===== config.mk =====
export PLATFORM = sky130hd
export DESIGN_NAME = uart_tx_core
export DESIGN_NICKNAME = d
export VERILOG_FILES = /design/src/rtl/uart_tx_core.sv
export SDC_FILE = /design/constraint.sdc
export NUM_CORES = 1
export LEC_CHECK = 0
export ABC_CLOCK_PERIOD_IN_PS = 5900
export BUFFER_PORTS_ARGS = -buffer_cell sky130_fd_sc_hd__buf_2
export CORE_AREA = 2 2 54 56
export CTS_CLUSTER_DIAMETER = 30
export DETAILED_ROUTE_END_ITERATION = 12
export DIE_AREA = 0 0 56 58
export GPL_TIMING_DRIVEN = 0
export PLACE_DENSITY = 0.82
export SLEW_MARGIN = 30
export SYNTH_ARGS = -nofsm -noshare
export SYNTH_HDL_FRONTEND = slang
export SYNTH_SLANG_ARGS = --single-unit

===== constraint.sdc =====
create_clock -name clk_i -period 5.9 [get_ports clk_i]
set_input_delay 0.59 -clock clk_i [delete_from_list [all_inputs] [get_ports clk_i]]
set_output_delay 0.59 -clock clk_i [all_outputs]
set_load 0.1 [all_outputs]

===== src/rtl/uart_tx_core.sv =====
// Transmit-only 8N1 UART with an 8-bit memory-mapped slave port.
// TXDATA at 0x0 starts a frame when idle; STATUS at 0x1 reports {busy, ready}.
module uart_tx_core #(
  parameter int CLK_FREQ  = 100_000_000,
  parameter int BAUD_RATE = 115_200
) (
  input  logic       clk_i,
  input  logic       rst_i,
  input  logic [3:0] avms_address_i,
  input  logic       avms_read_i,
  input  logic       avms_write_i,
  input  logic [7:0] avms_writedata_i,
  output logic [7:0] avms_readdata_o,
  output logic       uart_txd_o
);

  localparam int DIV   = CLK_FREQ / BAUD_RATE;
  localparam int CNT_W = (DIV > 1) ? $clog2(DIV) : 1;
  localparam logic [CNT_W-1:0] CNT_MAX = CNT_W'(DIV - 1);

  localparam logic [3:0] ADDR_TXDATA = 4'h0;
  localparam logic [3:0] ADDR_STATUS = 4'h1;

  typedef enum logic [1:0] {
    S_IDLE,
    S_START,
    S_DATA,
    S_STOP
  } state_e;

  state_e           state_q, state_d;
  logic [CNT_W-1:0] baud_cnt_q, baud_cnt_d;
  logic [2:0]       bit_idx_q, bit_idx_d;
  logic [7:0]       shift_q, shift_d;
  logic             txd_q, txd_d;
  logic [7:0]       readdata_q, readdata_d;

  logic tx_ready;
  logic baud_wrap;
  logic write_accept;

  assign tx_ready     = (state_q == S_IDLE);
  assign baud_wrap    = (baud_cnt_q == CNT_MAX);
  assign write_accept = avms_write_i && (avms_address_i == ADDR_TXDATA) && tx_ready;

  // NOTE: sequential state uses non-blocking assignments so every register
  // samples the pre-edge values, independent of statement order.
  always_ff @(posedge clk_i) begin
    if (rst_i) begin
      state_q    <= S_IDLE;
      baud_cnt_q <= '0;
      bit_idx_q  <= '0;
      shift_q    <= '0;
      txd_q      <= 1'b1;
      readdata_q <= '0;
    end else begin
      state_q    <= state_d;
      baud_cnt_q <= baud_cnt_d;
      bit_idx_q  <= bit_idx_d;
      shift_q    <= shift_d;
      txd_q      <= txd_d;
      readdata_q <= readdata_d;
    end
  end

  // NOTE: every combinational output gets a default first, so no path can
  // leave a variable unassigned and infer a latch.
  always_comb begin
    state_d    = state_q;
    baud_cnt_d = baud_wrap ? '0 : baud_cnt_q + 1'b1;
    bit_idx_d  = bit_idx_q;
    shift_d    = shift_q;

    unique case (state_q)
      S_IDLE: begin
        // Counters sit at zero in idle so the first bit is a full DIV long.
        baud_cnt_d = '0;
        bit_idx_d  = '0;
        if (write_accept) begin
          state_d = S_START;
          shift_d = avms_writedata_i;
        end
      end
      S_START: begin
        if (baud_wrap) state_d = S_DATA;
      end
      S_DATA: begin
        if (baud_wrap) begin
          bit_idx_d = bit_idx_q + 3'd1;
          if (bit_idx_q == 3'd7) state_d = S_STOP;
        end
      end
      S_STOP: begin
        if (baud_wrap) state_d = S_IDLE;
      end
      default: state_d = S_IDLE;
    endcase
  end

  // txd is registered from the next state, so the line changes on the same
  // edge as the FSM and stays glitch-free.
  always_comb begin
    txd_d      = 1'b1;
    readdata_d = readdata_q;

    unique case (state_d)
      S_START: txd_d = 1'b0;
      S_DATA:  txd_d = shift_d[bit_idx_d];
      default: txd_d = 1'b1;
    endcase

    if (avms_read_i) begin
      if (avms_address_i == ADDR_STATUS) readdata_d = {6'b0, ~tx_ready, tx_ready};
      else                               readdata_d = 8'h00;
    end
  end

  assign uart_txd_o      = txd_q;
  assign avms_readdata_o = readdata_q;

endmodule


=== Word-level counts from Yosys, hierarchy flattened ===
Cells that the tools add are included.

* Flip-flop bits (word level): 32
* Input bits: 16
* Output and inout port bits: 9
* Logic and storage cells: 37

* Add/sub/neg operators: 2
* Order comparisons: 1
* Eq/ne operators: 8
* Multiplexer cells: 14
* Bitwise logic cells: 1
* Reductions and logical operators: 5

{| class="wikitable"
|+ Operators by type and width
! kind !! number
|-
| two-way mux 8 bit || 2
|-
| two-way mux 2 bit || 6
|-
| adder 10 x 1 -> 10 bit, second input constant || 1
|-
| equality test 10 bit, second input constant || 1
|-
| one-hot mux 2 bit (4 select lines) || 1
|-
| equality test 2 bit, second input constant || 3
|-
| one-hot mux 3 bit (2 select lines) || 1
|-
| equality test 2 x 1 -> 1 bit, second input constant || 2
|-
| equality test 4 x 1 -> 1 bit, second input constant || 1
|-
| logical NOT 4 bit || 1
|-
| less-than comparator 3 x 4 -> 1 bit, second input constant || 1
|-
| adder 3 x 1 -> 3 bit, second input constant || 1
|-
| binary-select mux 1 bit (select 3 bit) || 1
|-
| equality test 3 bit, second input constant || 1
|-
| two-way mux 3 bit || 1
|-
| OR reduction 3 bit || 1
|-
| logical AND 1 bit || 2
|-
| logical NOT 2 bit || 1
|-
| one-hot mux 1 bit (2 select lines) || 1
|-
| two-way mux 1 bit || 1
|-
| inverter 1 bit || 1
|}

=== Longest topological paths before layout ===
* Depth after elaboration: 8
* Gate-level depth with buffers: 9
* Depth with buffers taken out: 8

=== Worst setup path after synthesis ===
Ideal clock, no wire load.

* Path kind: reg-to-reg
* Start point: reg baud_cnt_q[0]
* End point: reg txd_q (netlist: uart_txd_o)
* Setup time: 0.131 ns
* Arrival: 1.891 ns
* Data required time: 5.769 ns
* Slack: 3.878 ns
* Stages on the path, launching flop included: 8
* Path buffers: 0
* Clock period less this slack: 2.022 ns
* Path through: dfxtp_1 ha_1 nor3b_2 and3_4 a221o_4 mux2i_1 a2111oi_2 a31oi_1

* Cells in the longest elaborated chain, start to end: 6
* Elaborated cells on any way between the ends: 12
* Classes of those cells: eq/ne (3); mux (9)

{| class="wikitable"
|+ Ends and longest elaborated chain
! item !! line !! source
|-
| from (decl) || 32 || <nowiki>logic [CNT_W-1:0] baud_cnt_q, baud_cnt_d;</nowiki>
|-
| from (signal assigned) || 58 || <nowiki>baud_cnt_q <= baud_cnt_d;</nowiki>
|-
| equality test 10 bit * || 43 || <nowiki>assign baud_wrap = (baud_cnt_q == CNT_MAX);</nowiki>
|-
| two-way mux 3 bit || 88 || <nowiki>if (baud_wrap) begin</nowiki>
|-
| one-hot mux 3 bit (2 select lines) || 74 || <nowiki>unique case (state_q)</nowiki>
|-
| binary-select mux 1 bit (select 3 bit) || 108 || <nowiki>S_DATA: txd_d = shift_d[bit_idx_d];</nowiki>
|-
| two-way mux 1 bit (implied by the code) || 108 ||
|-
| one-hot mux 1 bit (2 select lines) * || 106 || <nowiki>unique case (state_d)</nowiki>
|-
| to (signal assigned) || 61 || <nowiki>txd_q <= txd_d;</nowiki>
|-
| to (decl) || 35 || <nowiki>logic txd_q, txd_d;</nowiki>
|}

Mark *: on every way between the ends. The rest lies on a longest branch, timed or not. The select of a mux whose other input is x is not followed.
A chain may end at the register's enable or synchronous reset.

=== Final worst setup path ===
Same ends and word-level chain as after synthesis.

==> summary.md <==
| Metric | Value |
|---|---|
| Status | complete, no violations |
| R2R setup slack | 3680 ps |
| Internal | 224 uW |
| Worst Path Arrival | 2450 ps |
| Max Cap Viol | 0 |
| Synth Area per Inst | 9.36 sq um |
| Hold Violations, Final | 0 |
| Via count | 1070 |
| Number of synthesized flops with an enable pin | 0 |
| Die height | 58 um |
| Post-synth top area cell | dfxtp_1 |
| Reg2Reg Launch Point | baud_cnt_q[0]$_SDFF_PP0_ |
| Die area | 0.00325 sq mm |
| Antenna Cells | 0 |
| Register area share after synthesis | 40.3% |
| Share of layout cells above drive strength 1 | 25.0% |
| Vias in the first global route | 1101 |
| Drt first pass iters | 4 |
| Synth top area share | 40.3% |
| Mapped Area | 0.00129 sq mm |
| Crit end category | flip-flop |
| Setup TNS | 0 ps |
| Nets | 184 |
| WP buf/inv | 0 |
| CP startpoint kind | flip-flop |
| Leakage | 0.000650 uW |
| Tmin final | 2220 ps |
| Worst hold path stage count | 1 |
| Achievable Freq | 449 MHz |
| Slew Viols, Final | 0 |
| CTS max path bufs | 2 |
| Reg-to-Reg End | uart_txd_o$_SDFF_PP1_ |
| DRC violations left | 0 |
| Reg power frac | 58.4% |
| Crit Path Class | flip-flop to flip-flop |
| Most common cell after layout, fill and taps aside | dfxtp_1 |
| Fin crit share | 37.7% |
| CTS tree | built |
| Pwr/cell area | 206 mW/mm^2 |
| Final wirelength | 2540 um |
| Final setup skew | 2.15 ps |
| Vias per inst | 5.49 |
| Overall track demand over capacity in global routing | 16.9% |
| RD Place Congestion | 0.795 |
| Clock Sinks | 26 |
| Min-delay src | baud_cnt_q[0]$_SDFF_PP0_ |
| Clock root cell | clkbuf_4 |
| WP data required | 6120 ps |
| Crit-path max cell delay | 400 ps |
| Mean routed wirelength per cell | 13.0 um |
| Clock Power Share | 30.1% |
| Initial Util | 48.5% |
| Setup violations, final | 0 |
| Row count | 19 |
| HPWL after DPL | 1880 um |
| Hold Path Sink | baud_cnt_q[0]$_SDFF_PP0_ |
| Clk_lat worst skew | 320 ps |
| Synth top area cells | dfxtp_1 (40%), mux2i_1 (9.3%), nor2_1 (6.7%) |
| Flops & latches, synth | 26 |
| Place WS | 3590 ps |
| Max rail drop VDD | 161 uV |
| Synth Flop Type | dfxtp_1 |
| Crit-path cells | ha_1, nor3b_2, and3_4, o21ai_1, a31oi_2, nor2_1, a2111oi_2, a31oi_1 |
| NetSw | 79.7 uW |
| Hold-fix buffers at CTS | 0 |
| Hold crit path type | flip-flop to flip-flop |
| CORE AREA | 0.00266 sq mm |
| Antenna violations before repair | 0 |
| Syn Inst Count | 138 |
| Setup slack after layout | 3680 ps |
| Ys async rst share | 0% |
| Unrepaired setup endpoints after global routing | no |
| Largest net degree at the start of global routing | 15 |
| R2R depth | 8 |
| Grt ovf | 0 |
| Synth cell types | 35 |
| DRT iter0 DRCs | 31 |
| Critical path fanouts, max | 6 |
| Largest delay contributor family on the critical path | compound AO/OA/AOI/OAI gates |
| Die X | 56 um |
| Combinational fraction of design power | 11.5% |
| Setup bufs post-CTS | 0 |
| Ys Warns | 0 |
| Htree depth | 1 |
| Global-route wire length before repair | 4330 um |
| Commonest cells after routing, fill and taps aside | dfxtp_1 (26), nor2_1 (23), buf_2 (18) |
| Fin Hold WS | 478 ps |
| Layout area overhead | 13.9% |
| PostCTS Resize Cnt | 0 |
| Switching part of the total | 26.2% |
| Clock slew at reported path FFs | 140 ps |
| Antenna-violating nets left | 0 |
| I/O pin count | 25 |
| TritonCTS Buffers | 3 |
| PortBufs | 17 |
| Slowest-stage cell, CP | dfxtp_1 |
[metal layers]
| layer | global-route usage (%) | part of all wire, % |
|---|---|---|
| met2 | 32.4 | 55 |
| met1 | 17.6 | 39 |
| met5 | 0 | 0 |
| met3 | 1.56 | 3.9 |
| met4 | 10.9 | 2.2 |
[flip-flops by register name (all words and copies together) (netlist names)]
signal	cells
bit_idx_q	3
baud_cnt_q	10
state_q	2
avms_readdata_o	2
uart_txd_o	1
shift_q	8
[per-stage QoR]
stage / total power, uW / std cells / instance area [sq um] / utilization (%)
floorplan: 209 / 143 / 1310 / -
global placement: 215 / 191 / 1430 / 53.9
detailed placement: 216 / 191 / 1430 / 53.9
CTS: 303 / 195 / 1470 / 55.2
global route: 313 / 195 / 1470 / 55.2
finish: 304 / 195 / 1470 / 55.2
[cell usage after synthesis (2+ instances only)]
| master | n |
|---|---|
| a21oi_1 | 6 |
| a31oi_1 | 2 |
| and3_1 | 2 |
| buf_4 | 8 |
| clkbuf_1 | 2 |
| dfxtp_1 | 26 |
| ha_1 | 3 |
| inv_1 | 2 |
| mux2i_1 | 12 |
| nand2_1 | 8 |
| nand2b_1 | 2 |
| nand3_1 | 5 |
| nand4_1 | 3 |
| nand4b_1 | 2 |
| nor2_1 | 23 |
| nor2_2 | 2 |
| nor3_1 | 3 |
| o21ai_1 | 2 |
| xnor2_1 | 3 |
| xor2_1 | 7 |
[kinds of logic after synthesis]
family	Yosys count	synth area share, %
xor gates and xnor gates	10	6.78
buffers and inverters	14	7.07
DFF	26	40.3
and+or+nand+nor	57	23.0
AOI/OAI and AO/OA	14	9.50
adders and majority gates	3	2.91
other	1	0.290
muxes	13	10.2
[power groups by stage]
stage	Combinational, uW	Sequential [uW]	Clock, uW
5_1_grt	37.3	177	98.6
2_1_floorplan	26.4	183	0
6_report	35.0	177	91.4
4_1_cts	35.0	177	91.1
3_5_place_dp	35.0	181	0
3_3_place_gp	34.3	181	0
[worst max-delay path by stage]
stage	slack (ps)	startpoint	depth (start not counted)	end
5_1_grt	3500	baud_cnt_q[0]$_SDFF_PP0_	8	uart_txd_o$_SDFF_PP1_
6_report	3680	baud_cnt_q[0]$_SDFF_PP0_	8	uart_txd_o$_SDFF_PP1_
4_1_cts	3680	baud_cnt_q[0]$_SDFF_PP0_	7	uart_txd_o$_SDFF_PP1_
3_5_place_dp	3590	avms_address_i[1]	8	uart_txd_o$_SDFF_PP1_
3_3_place_gp	3670	avms_address_i[1]	8	uart_txd_o$_SDFF_PP1_
2_1_floorplan	3880	baud_cnt_q[0]$_SDFF_PP0_	7	uart_txd_o$_SDFF_PP1_
[area by class of cell]
class | instances | area [sq um]
repair buffers | 17 | 85.1
fillers | 237 | 1190
multi-input cells | 103 | 698
clock buffers | 4 | 36.3
well taps | 31 | 38.8
plain buffers | 12 | 83.8
flip-flops and latches | 26 | 520
inverters | 2 | 7.51
(Power assumes the default switching activity.)
